## src/rtl/wb_arbiter_if.sv

```systemverilog
// Writeback arbiter bus: four EX result channels in, two RF write / ROB done slots out.
// The master modport is the upstream EX/WB side; the slave modport is the arbiter.
interface wb_arbiter_if #(
    parameter int DATA_W = 16,
    parameter int PREG_W = 6,
    parameter int ROB_W  = 6
);
    logic [3:0]          ch_vld;
    logic [3:0]          ch_reg_wrt;
    logic [4*PREG_W-1:0] ch_phy_addr;
    logic [4*DATA_W-1:0] ch_data;
    logic [4*ROB_W-1:0]  ch_done_idx;

    logic                wr0_en;
    logic [PREG_W-1:0]   wr0_addr;
    logic [DATA_W-1:0]   wr0_data;
    logic                wr1_en;
    logic [PREG_W-1:0]   wr1_addr;
    logic [DATA_W-1:0]   wr1_data;
    logic                done0_vld;
    logic [ROB_W-1:0]    done0_idx;
    logic                done1_vld;
    logic [ROB_W-1:0]    done1_idx;
    logic                stall_out;

    modport master (
        output ch_vld, ch_reg_wrt, ch_phy_addr, ch_data, ch_done_idx,
        input  wr0_en, wr0_addr, wr0_data, wr1_en, wr1_addr, wr1_data,
        input  done0_vld, done0_idx, done1_vld, done1_idx, stall_out
    );

    modport slave (
        input  ch_vld, ch_reg_wrt, ch_phy_addr, ch_data, ch_done_idx,
        output wr0_en, wr0_addr, wr0_data, wr1_en, wr1_addr, wr1_data,
        output done0_vld, done0_idx, done1_vld, done1_idx, stall_out
    );
endinterface

```

## src/rtl/wb_arbiter.sv

```systemverilog
// Writeback arbiter: 4 result channels -> per-channel FIFOs -> 2 RF write + 2 ROB done slots, round-robin.
// Latency: 1 cycle through the FIFO; 0 extra with WB_BYPASS_EN when an empty-FIFO result is granted directly.
// Backpressure: stall_out when any channel FIFO is full; all inputs are ignored while stalled.
module wb_arbiter #(
    parameter int DATA_W     = 16,
    parameter int PREG_W     = 6,
    parameter int ROB_W      = 6,
    parameter int FIFO_DEPTH = 2
) (
    input  logic         clk,
    input  logic         rst,
    input  logic         flush,
    wb_arbiter_if.slave  bus
);
    localparam int NCH   = 4;
    localparam int PTR_W = $clog2(FIFO_DEPTH);
    localparam int CNT_W = $clog2(FIFO_DEPTH + 1);

    typedef struct packed {
        logic              reg_wrt;
        logic [PREG_W-1:0] phy_addr;
        logic [DATA_W-1:0] data;
        logic [ROB_W-1:0]  done_idx;
    } entry_t;

    entry_t           mem [NCH][FIFO_DEPTH];
    logic [PTR_W-1:0] rd_ptr [NCH];
    logic [PTR_W-1:0] wr_ptr [NCH];
    logic [CNT_W-1:0] cnt    [NCH];
    logic [1:0]       rr;
    logic [1:0]       rr_nxt;

    entry_t           in_ent   [NCH];
    entry_t           cand_ent [NCH];
    logic [NCH-1:0]   nonempty;
    logic [NCH-1:0]   full;
    logic [NCH-1:0]   cand;
    logic [NCH-1:0]   grant;
    logic [NCH-1:0]   push;
    logic [NCH-1:0]   pop;
    logic             stall;

    logic             s0_vld;
    logic             s1_vld;
    logic [1:0]       s0_ch;
    logic [1:0]       s1_ch;
    logic [1:0]       scan_ch;

    entry_t           slot_q [2];
    logic [1:0]       slot_vld_q;

    always_comb begin
        for (int i = 0; i < NCH; i++) begin
            in_ent[i]   = {bus.ch_reg_wrt[i],
                           bus.ch_phy_addr[i*PREG_W +: PREG_W],
                           bus.ch_data[i*DATA_W +: DATA_W],
                           bus.ch_done_idx[i*ROB_W +: ROB_W]};
            nonempty[i] = (cnt[i] != '0);
            full[i]     = (cnt[i] == CNT_W'(FIFO_DEPTH));
            // A granted empty channel can only be a bypass candidate, so take the live input.
            cand_ent[i] = nonempty[i] ? mem[i][rd_ptr[i]] : in_ent[i];
        end
    end

    assign stall = |full;

`ifdef WB_BYPASS_EN
    assign cand = nonempty | (bus.ch_vld & {NCH{~stall & ~flush}});
`else
    assign cand = nonempty;
`endif

    // Round-robin scan from rr; first two candidates fill slot 0 then slot 1.
    always_comb begin
        grant   = '0;
        s0_vld  = 1'b0;
        s1_vld  = 1'b0;
        s0_ch   = '0;
        s1_ch   = '0;
        scan_ch = '0;
        rr_nxt  = rr;
        for (int k = 0; k < NCH; k++) begin
            scan_ch = rr + 2'(k);
            if (cand[scan_ch]) begin
                if (!s0_vld) begin
                    s0_vld         = 1'b1;
                    s0_ch          = scan_ch;
                    grant[scan_ch] = 1'b1;
                    rr_nxt         = scan_ch + 2'd1;
                end else if (!s1_vld) begin
                    s1_vld         = 1'b1;
                    s1_ch          = scan_ch;
                    grant[scan_ch] = 1'b1;
                    rr_nxt         = scan_ch + 2'd1;
                end
            end
        end
    end

    assign pop  = grant & nonempty;
    assign push = bus.ch_vld & ~(grant & ~nonempty) & {NCH{~stall & ~flush}};

    always_ff @(posedge clk) begin
        if (rst || flush) begin
            for (int i = 0; i < NCH; i++) begin
                rd_ptr[i] <= '0;
                wr_ptr[i] <= '0;
                cnt[i]    <= '0;
            end
        end else begin
            for (int i = 0; i < NCH; i++) begin
                if (push[i]) wr_ptr[i] <= wr_ptr[i] + PTR_W'(1);
                if (pop[i])  rd_ptr[i] <= rd_ptr[i] + PTR_W'(1);
                case ({push[i], pop[i]})
                    2'b10:   cnt[i] <= cnt[i] + CNT_W'(1);
                    2'b01:   cnt[i] <= cnt[i] - CNT_W'(1);
                    default: cnt[i] <= cnt[i];
                endcase
            end
        end
    end

    always_ff @(posedge clk) begin
        for (int i = 0; i < NCH; i++) begin
            if (push[i]) mem[i][wr_ptr[i]] <= in_ent[i];
        end
    end

    // Flush leaves rr where it was; only queued work is discarded.
    always_ff @(posedge clk) begin
        if (rst) begin
            rr <= '0;
        end else if (!flush) begin
            rr <= rr_nxt;
        end
    end

    always_ff @(posedge clk) begin
        if (rst || flush) begin
            slot_q[0]  <= '0;
            slot_q[1]  <= '0;
            slot_vld_q <= '0;
        end else begin
            slot_q[0]  <= s0_vld ? cand_ent[s0_ch] : '0;
            slot_q[1]  <= s1_vld ? cand_ent[s1_ch] : '0;
            slot_vld_q <= {s1_vld, s0_vld};
        end
    end

    assign bus.wr0_en    = slot_q[0].reg_wrt;
    assign bus.wr0_addr  = slot_q[0].phy_addr;
    assign bus.wr0_data  = slot_q[0].data;
    assign bus.done0_vld = slot_vld_q[0];
    assign bus.done0_idx = slot_q[0].done_idx;
    assign bus.wr1_en    = slot_q[1].reg_wrt;
    assign bus.wr1_addr  = slot_q[1].phy_addr;
    assign bus.wr1_data  = slot_q[1].data;
    assign bus.done1_vld = slot_vld_q[1];
    assign bus.done1_idx = slot_q[1].done_idx;
    assign bus.stall_out = stall;
endmodule

```

## src/flat_wrapper.sv

```systemverilog
// flat-port wrapper written by rule: the top's interface ports become plain ports
module wb_arbiter_flat 
#(
    parameter int DATA_W     = 16,
    parameter int PREG_W     = 6,
    parameter int ROB_W      = 6,
    parameter int FIFO_DEPTH = 2
)
  (clk, rst, flush, bus_ch_vld, bus_ch_reg_wrt, bus_ch_phy_addr, bus_ch_data, bus_ch_done_idx, bus_wr0_en, bus_wr0_addr, bus_wr0_data, bus_wr1_en, bus_wr1_addr, bus_wr1_data, bus_done0_vld, bus_done0_idx, bus_done1_vld, bus_done1_idx, bus_stall_out);
  wb_arbiter_if #(.DATA_W(DATA_W), .PREG_W(PREG_W), .ROB_W(ROB_W)) bus_i ();
  input  logic clk;
  input  logic rst;
  input  logic flush;
  input wire logic [$bits(bus_i.ch_vld)-1:0] bus_ch_vld;
  input wire logic [$bits(bus_i.ch_reg_wrt)-1:0] bus_ch_reg_wrt;
  input wire logic [$bits(bus_i.ch_phy_addr)-1:0] bus_ch_phy_addr;
  input wire logic [$bits(bus_i.ch_data)-1:0] bus_ch_data;
  input wire logic [$bits(bus_i.ch_done_idx)-1:0] bus_ch_done_idx;
  output wire logic [$bits(bus_i.wr0_en)-1:0] bus_wr0_en;
  output wire logic [$bits(bus_i.wr0_addr)-1:0] bus_wr0_addr;
  output wire logic [$bits(bus_i.wr0_data)-1:0] bus_wr0_data;
  output wire logic [$bits(bus_i.wr1_en)-1:0] bus_wr1_en;
  output wire logic [$bits(bus_i.wr1_addr)-1:0] bus_wr1_addr;
  output wire logic [$bits(bus_i.wr1_data)-1:0] bus_wr1_data;
  output wire logic [$bits(bus_i.done0_vld)-1:0] bus_done0_vld;
  output wire logic [$bits(bus_i.done0_idx)-1:0] bus_done0_idx;
  output wire logic [$bits(bus_i.done1_vld)-1:0] bus_done1_vld;
  output wire logic [$bits(bus_i.done1_idx)-1:0] bus_done1_idx;
  output wire logic [$bits(bus_i.stall_out)-1:0] bus_stall_out;
  assign bus_i.ch_vld = bus_ch_vld;
  assign bus_i.ch_reg_wrt = bus_ch_reg_wrt;
  assign bus_i.ch_phy_addr = bus_ch_phy_addr;
  assign bus_i.ch_data = bus_ch_data;
  assign bus_i.ch_done_idx = bus_ch_done_idx;
  assign bus_wr0_en = bus_i.wr0_en;
  assign bus_wr0_addr = bus_i.wr0_addr;
  assign bus_wr0_data = bus_i.wr0_data;
  assign bus_wr1_en = bus_i.wr1_en;
  assign bus_wr1_addr = bus_i.wr1_addr;
  assign bus_wr1_data = bus_i.wr1_data;
  assign bus_done0_vld = bus_i.done0_vld;
  assign bus_done0_idx = bus_i.done0_idx;
  assign bus_done1_vld = bus_i.done1_vld;
  assign bus_done1_idx = bus_i.done1_idx;
  assign bus_stall_out = bus_i.stall_out;
  wb_arbiter #(.DATA_W(DATA_W), .PREG_W(PREG_W), .ROB_W(ROB_W), .FIFO_DEPTH(FIFO_DEPTH)) u_core (.clk(clk), .rst(rst), .flush(flush), .bus(bus_i));
endmodule
```

## config.mk

```make
export PLATFORM = sky130hd
export DESIGN_NAME = wb_arbiter_flat
export DESIGN_NICKNAME = d
export VERILOG_FILES = /design/src/rtl/wb_arbiter_if.sv /design/src/rtl/wb_arbiter.sv /design/src/flat_wrapper.sv
export SDC_FILE = /design/constraint.sdc
export NUM_CORES = 1
export LEC_CHECK = 0
export ABC_AREA = 1
export BUFFER_PORTS_ARGS = -buffer_cell sky130_fd_sc_hd__buf_4
export CAP_MARGIN = 20
export CELL_PAD_IN_SITES_DETAIL_PLACEMENT = 0
export CELL_PAD_IN_SITES_GLOBAL_PLACEMENT = 1
export CORE_MARGIN = 2
export CORE_UTILIZATION = 42
export CTS_CLUSTER_SIZE = 40
export DETAILED_ROUTE_END_ITERATION = 10
export PLACE_DENSITY_LB_ADDON = 0.1
export REMOVE_ABC_BUFFERS = 1
export SLEW_MARGIN = 25
export SYNTH_ARGS = -nofsm -noshare
export SYNTH_HDL_FRONTEND = slang
export SYNTH_SLANG_ARGS = --single-unit
```

## constraint.sdc

```tcl
create_clock -name clk -period 6.5 [get_ports clk]
set_clock_uncertainty 0.1 [all_clocks]
set_input_delay 0.325 -clock clk [delete_from_list [all_inputs] [get_ports clk]]
set_output_delay 0.325 -clock clk [all_outputs]
set_load 0.01 [all_outputs]
```

==> results_dict.tcl, run 1 <==
set metrics [dict create \
    timing_worst_setup_path_type "reg2reg" \
    synth_most_common_cell "nand2_1" \
    vdd_drop_max_mv 0.772 \
    ys_warn_count 0 \
    startpoint_type "register" \
    start_util_pct 42.9 \
    leakage_uw 0.00726 \
    cp_data_arrival_time_ps 4700 \
    fin_crit_sh_pct 67.8 \
    grt_start_max_net_pins 61 \
    final_cell_area_sq_um 18400 \
    hp-start "flush" \
    max_cap_violations 0 \
    ys_async_sr_fraction_pct 0 \
    grt_usage_pct 25.7 \
    ios 184 \
    hold_viol 0 \
    max_freq_mhz 227 \
    n_antenna_cell 0 \
    yosys-top-cells-count "432 x nand2_1, 337 x nand3_1, 248 x edfxtp_1, 124 x o21ai_0, 66 x a21oi_1" \
    power_frac_seq_pct 24.6 \
    core_area_sq_um 33700 \
    drc 0 \
    syn_area_sq_um 14500 \
    fin_ws_ps 2090 \
    numCtsBuffers 36 \
    ctsResizeCount 0 \
    path_max_fanout 43 \
    max-slew-margin-rel_pct 31.5 \
    ys.flop_type "edfxtp_1" \
    drt_iter0_markers 1077 \
    cp-end-kind "register" \
    first_pass_iters 5 \
    antenna_left 0 \
    grt_pass1_wl_microns 69900 \
    clockPowerShare_pct 18.5 \
    hp-class "in2reg" \
    ys_ff_latch 310 \
    switching_share_pct 49.6 \
    gr-total-overflow 0 \
    fillers 3076 \
    max_slew.worst_pin.slew_ps 1020 \
    cts_buffer_depth 3 \
    period_minus_slack_ps 4410 \
    rr_startpoint "u_core.rr[0]" \
    synth_top_area_cell "edfxtp_1" \
    clock_sinks 310 \
    ys_types 38 \
    finalSetupViolations 0 \
    wl_per_cell_microns 20.5 \
    wl_microns 46300 \
    internal_power_uw 5380 \
    worst_ep_required_time_ps 6800 \
    clockRootBuffer "clkbuf_16" \
    cts-htree-levels 2 \
    hold_end "u_core.rr[0]" \
    hpwlAfterDp_microns 29300 \
    rsz0062_at_grt "false" \
    place_area_sq_um 16100 \
    clk_pin_slew_worst_paths_ps 50 \
    drive_above_1_share_pct 17.4 \
    reg2reg_depth 13 \
    final_cells 2255 \
    io_buffers 183 \
    maxSlewViolCount 0 \
    synth_edf_count 248 \
    vias_per_cell 5.36 \
    p_per_area_nw_per_um2 578 \
    antenna_found_initial 0 \
    multiInputGateArea_sq_um 5140 \
    synthCells 1518 \
    ff_latch_area_sq_um 8690 \
    fin_tns_setup_ps 0 \
    dieWidth_microns 190 \
    fp.dieH_microns 190 \
    clk_latency_ps 530 \
    dieArea_sq_um 35900 \
    ys_seq_area_share_pct 60.1 \
    first_global_vias 11653 \
    avgSynthCellArea_sq_um 9.52 \
    synth_top_area_share_pct 51.5 \
    p_sw_uw 5280 \
    cts_setup_buffers 0 \
    rows 67 \
    dp_slack_ps 2190 \
    r2r_end "u_core.slot_q[0][44]" \
    dp_cells 2073 \
    final_net_count 1920 \
    area_growth_pct 27.5 \
    hold_ws_ps 30.8 \
    status "completed" \
    comb_power_share_pct 57.0 \
    hold_path_depth 3 \
    num_vias 12095 \
    cts_tree "yes" \
    gp_congestion 0.861 \
    reg2reg_slack_ps 2090 \
    synth_area_leaders "edfxtp_1 52%, nand3_1 12%, nand2_1 11%, dfxtp_1 8.6%, o21ai_0 4.3%" \
]
## worst max-delay path, cell delays in order (launching register included)
cell	delay, ps
dfxtp_1	800
inv_2	260
ha_1	450
inv_1	160
nand3_1	130
nand2_2	170
nand3_4	170
nand2_1	80
nand2_2	100
nand4_2	490
nand2_2	1000
nand2_1	110
nand3_1	110
a21oi_1	100
## flip-flops by register name, summed over array words and instances, names as in the netlist
| register | cells |
|---|---|
| u_core.mem | 232 |
| u_core.slot_q | 58 |
| u_core.cnt | 8 |
| u_core.rd_ptr | 4 |
| u_core.wr_ptr | 4 |
| u_core.rr | 2 |
| u_core.slot_vld_q | 2 |
## kinds of logic after synthesis
family	share of synthesized area (%)
xor+xnor	0.0606
fa+ha+maj	1.47
flops	60.1
compound gates	7.23
buf+inv	4.55
simple gates	26.6
## cell type report
type / count / area share (%)
sequential: 310 / 47.1
multi-input combinational: 1065 / 27.9
timing repair buffer: 324 / 14.8
clock buffer: 50 / 5.51
tap: 448 / 3.04
inverter: 43 / 0.903
clock inverter: 15 / 0.726
## worst max-delay path by stage
stage / depth (start not counted) / to / slack, ps / startpoint
2_1_floorplan: 12 / u_core.mem[3][0] / 2370 / u_core.rr[0]
3_3_place_gp: 18 / u_core.slot_q[0][8] / 1800 / u_core.cnt[3][0]
3_5_place_dp: 13 / u_core.slot_q[0][44] / 2190 / u_core.rr[0]
4_1_cts: 13 / u_core.slot_q[0][44] / 2160 / u_core.rr[0]
5_1_grt: 18 / u_core.slot_q[0][11] / 1830 / u_core.cnt[3][0]
6_report: 13 / u_core.slot_q[0][44] / 2090 / u_core.rr[0]
## layer usage
layer / track usage [%] / vias to the layer above / share of wire, %
met5: 0 / - / 0
met4: 8.88 / 0 / 3.4
met3: 2.85 / 75 / 5.1
met2: 43.9 / 374 / 49
met1: 34.0 / 5826 / 42
li1: - / 5820 / -
## repair_timing
item	CTS	global route
hold buffers	117	0
hold endpoints to repair	234	0
endpoints found under the setup margin	0	0
## cell usage in the layout, fill, tap and decap left out, types with 3 or more instances in the layout
| cell type | netlist | layout |
|---|---|---|
| clkbuf_1 | 58 | 10 |
| dfxtp_1 | 62 | 62 |
| nand3_4 | 4 | 4 |
| nor3_1 | 9 | 9 |
| inv_1 | 34 | 32 |
| nand2_2 | 15 | 14 |
| nand2_1 | 432 | 432 |
| o21ai_0 | 124 | 124 |
| dlygate4sd3_1 | 0 | 117 |
| clkinv_2 | 0 | 4 |
| nor2_2 | 2 | 8 |
| ha_1 | 17 | 17 |
| nand4_2 | 3 | 3 |
| clkinv_1 | 0 | 8 |
| clkbuf_16 | 0 | 38 |
| nand3_2 | 5 | 5 |
| o21ai_1 | 3 | 3 |
| inv_2 | 8 | 8 |
| edfxtp_1 | 248 | 248 |
| buf_4 | 7 | 207 |
| nand2_4 | 6 | 7 |
| a21oi_1 | 66 | 66 |
| nand3_1 | 337 | 337 |
| nor2_1 | 24 | 17 |
## stage by stage
step	utilization, %	power (uW)
after CTS	54.7	10700
final	54.7	10700
after global routing	54.7	11400
after detailed placement	47.8	8660
after global placement	47.8	8630
after floorplan	-	6490
## power by group through the flow
stage | Clock (uW) | Sequential, uW | Combinational [uW]
2_1_floorplan | 0 | 2690 | 3800
3_3_place_gp | 0 | 2650 | 5980
3_5_place_dp | 0 | 2660 | 6000
4_1_cts | 2000 | 2620 | 6080
5_1_grt | 2080 | 2640 | 6720
6_report | 1970 | 2620 | 6070
(Power assumes the default switching activity.)
==> run 2, diff against run 1 <==
--- a/config.mk
+++ b/config.mk
@@ -11,7 +11,7 @@
 export CELL_PAD_IN_SITES_DETAIL_PLACEMENT = 0
 export CELL_PAD_IN_SITES_GLOBAL_PLACEMENT = 1
 export CORE_MARGIN = 2
-export CORE_UTILIZATION = 42
+export CORE_UTILIZATION = 41
 export CTS_CLUSTER_SIZE = 40
 export DETAILED_ROUTE_END_ITERATION = 10
 export PLACE_DENSITY_LB_ADDON = 0.1
==> constraint.sdc (replaced) <==
create_clock -name clk -period 3.6 [get_ports clk]
set_clock_uncertainty 0.1 [all_clocks]
set_input_delay 0.18 -clock clk [delete_from_list [all_inputs] [get_ports clk]]
set_output_delay 0.18 -clock clk [all_outputs]
set_load 0.01 [all_outputs]
==> run 2 against run 1 <==
Effect of this change:
- design area up 2.3%
- count of clock-buffer cells in the layout down 4
- flip-flop and latch count unchanged
- first-iteration DRC count down 1.0%
- via count up 0.36%
- register-to-register slack worse by 1700 ps
- core utilization down 0.26 points
- die area up 2.4%
- wire length about the same
- fmax up 39%
==> results_dict.tcl, run 2 (synthesis results as in run 1) <==
set metrics [dict create \
    largest_reg_flops 232 \
    ios 184 \
    dieArea_sq_um 36800 \
    hp-class "in2reg" \
    clockRootBuffer "clkbuf_16" \
    dp_cells 2106 \
    drive_above_1_share_pct 18.9 \
    fp.dieH_microns 192 \
    hold_ws_ps 56.0 \
    cts_buffer_depth 3 \
    p_per_area_nw_per_um2 1070 \
    final_net_count 1950 \
    antenna_found_initial 0 \
    vias_per_cell 5.29 \
    place_area_sq_um 16500 \
    final_common_cell "nand2_1" \
    finalSetupViolations 0 \
    drt_iter0_markers 1066 \
    hpwlAfterDp_microns 31000 \
    rows 68 \
    cp_data_arrival_time_ps 3250 \
    wl_per_cell_microns 20.2 \
    fin_crit_sh_pct 87.8 \
    hold_path_depth 3 \
    wl_microns 46300 \
    numCtsBuffers 36 \
    switching_share_pct 48.8 \
    internal_power_uw 10300 \
    max_cap_violations 0 \
    clk_pin_slew_worst_paths_ps 60 \
    hold_viol 0 \
    max-slew-margin-rel_pct 42.1 \
    fin_ws_ps 439 \
    clk_latency_ps 530 \
    path_max_fanout 9 \
    clock_sinks 310 \
    startpoint_type "register" \
    status "completed" \
    max_freq_mhz 316 \
    final_cells 2293 \
    io_buffers 183 \
    comb_power_share_pct 58.9 \
    reg2reg_depth 15 \
    max_slew.worst_pin.slew_ps 859 \
    final_cell_area_sq_um 18800 \
    cts_tree "yes" \
    cp-end-kind "register" \
    core_area_sq_um 34600 \
    grt_usage_pct 25.3 \
    cts_setup_buffers 0 \
    n_antenna_cell 0 \
    area_growth_pct 30.4 \
    cts-htree-levels 2 \
    grt_start_max_net_pins 60 \
    p_sw_uw 9840 \
    first_global_vias 11710 \
    start_util_pct 41.7 \
    antenna_left 0 \
    timing_worst_setup_path_type "reg2reg" \
    gp_congestion 0.858 \
    vdd_drop_max_mv 1.13 \
    grt_pass1_wl_microns 70000 \
    dp_slack_ps 334 \
    fin_util_pct 54.4 \
    maxSlewViolCount 0 \
    leakage_uw 0.00748 \
    first_pass_iters 5 \
    power_frac_seq_pct 23.2 \
    period_minus_slack_ps 3160 \
    dieWidth_microns 192 \
    clockPowerShare_pct 17.9 \
    num_vias 12139 \
    drc 0 \
    layout.cells.most_common_list "432 x nand2_1, 337 x nand3_1, 248 x edfxtp_1, 221 x buf_4, 124 x o21ai_0" \
    worst_ep_required_time_ps 3690 \
    gr-total-overflow 0 \
    rsz0062_at_grt "false" \
]
run 2: cell count changes in the layout (fill, tap and decap cells not counted), moves of 2 or more:
cell	delta
buf_12	+12
buf_4	+14
clkbuf_1	-6
clkbuf_8	+2
clkinv_2	+4
clkinv_4	+2
clkinvlp_4	-2
dlygate4sd3_1	+4
inv_1	+2
run 2: critical path, stage by stage, from the launching register on:
cell     delay (ps)
dfxtp_2         430
inv_1            90
ha_1            300
inv_1           200
nand2_1         130
nand2_4         140
nand2_4          80
nand2_4          80
nand2_2          80
nor2_4          200
a21o_1          170
nand2_1          70
nand3_1         150
inv_1            70
ha_1            280
o21ai_0         270
run 2: metrics by stage:
step | power, uW | TNS, ps
6_report | 20200 | 0
5_1_grt | 21600 | 0
4_1_cts | 20200 | 0
3_5_place_dp | 16500 | 0
3_3_place_gp | 16400 | 0
2_1_floorplan | 11700 | -95450
run 2: power groups by stage:
| stage | sequential (uW) | combinational (uW) | clock [uW] |
|---|---|---|---|
| floorplan | 4860 | 6860 | 0 |
| finish | 4680 | 11900 | 3610 |
| CTS | 4680 | 11900 | 3680 |
| global placement | 4740 | 11700 | 0 |
| global route | 4720 | 13100 | 3810 |
| detailed placement | 4750 | 11700 | 0 |
run 2: repair_timing:
action / in CTS / in global routing
setup endpoints to repair: 0 / 2
hold endpoints to repair: 237 / 0
hold buffers: 121 / 0
resized for setup: 0 / 1
run 2: worst paths after layout:
kind                                  startpoint               end  slack, ps
worst max-delay path                u_core.rr[1]  u_core.cnt[3][1]        440
worst min register to register  u_core.cnt[3][0]  u_core.cnt[3][0]        470
worst max register to register      u_core.rr[1]  u_core.cnt[3][1]        440
worst min-delay path               bus_ch_vld[1]  u_core.wr_ptr[1]         60
run 2: final cells by class:
cell class	instances	area, sq um
clock inverters	20	160
clock buffers	46	1020
multi-input cells	1065	5130
fillers	3134	15800
flip-flops and latches	310	8690
inverters	43	166
repair buffers	354	3110
well taps	455	569
run 2: metal layers:
| metal | part of all wire [%] | up-vias | track usage (%) | wire length [microns] |
|---|---|---|---|---|
| li1 | - | 5882 | - | - |
| met1 | 43 | 5802 | 33.7 | 19800 |
| met2 | 50 | 377 | 43.3 | 22900 |
| met3 | 4.8 | 78 | 3.09 | 2220 |
| met4 | 2.9 | 0 | 7.46 | 1360 |
| met5 | 0 | - | 0 | 0 |
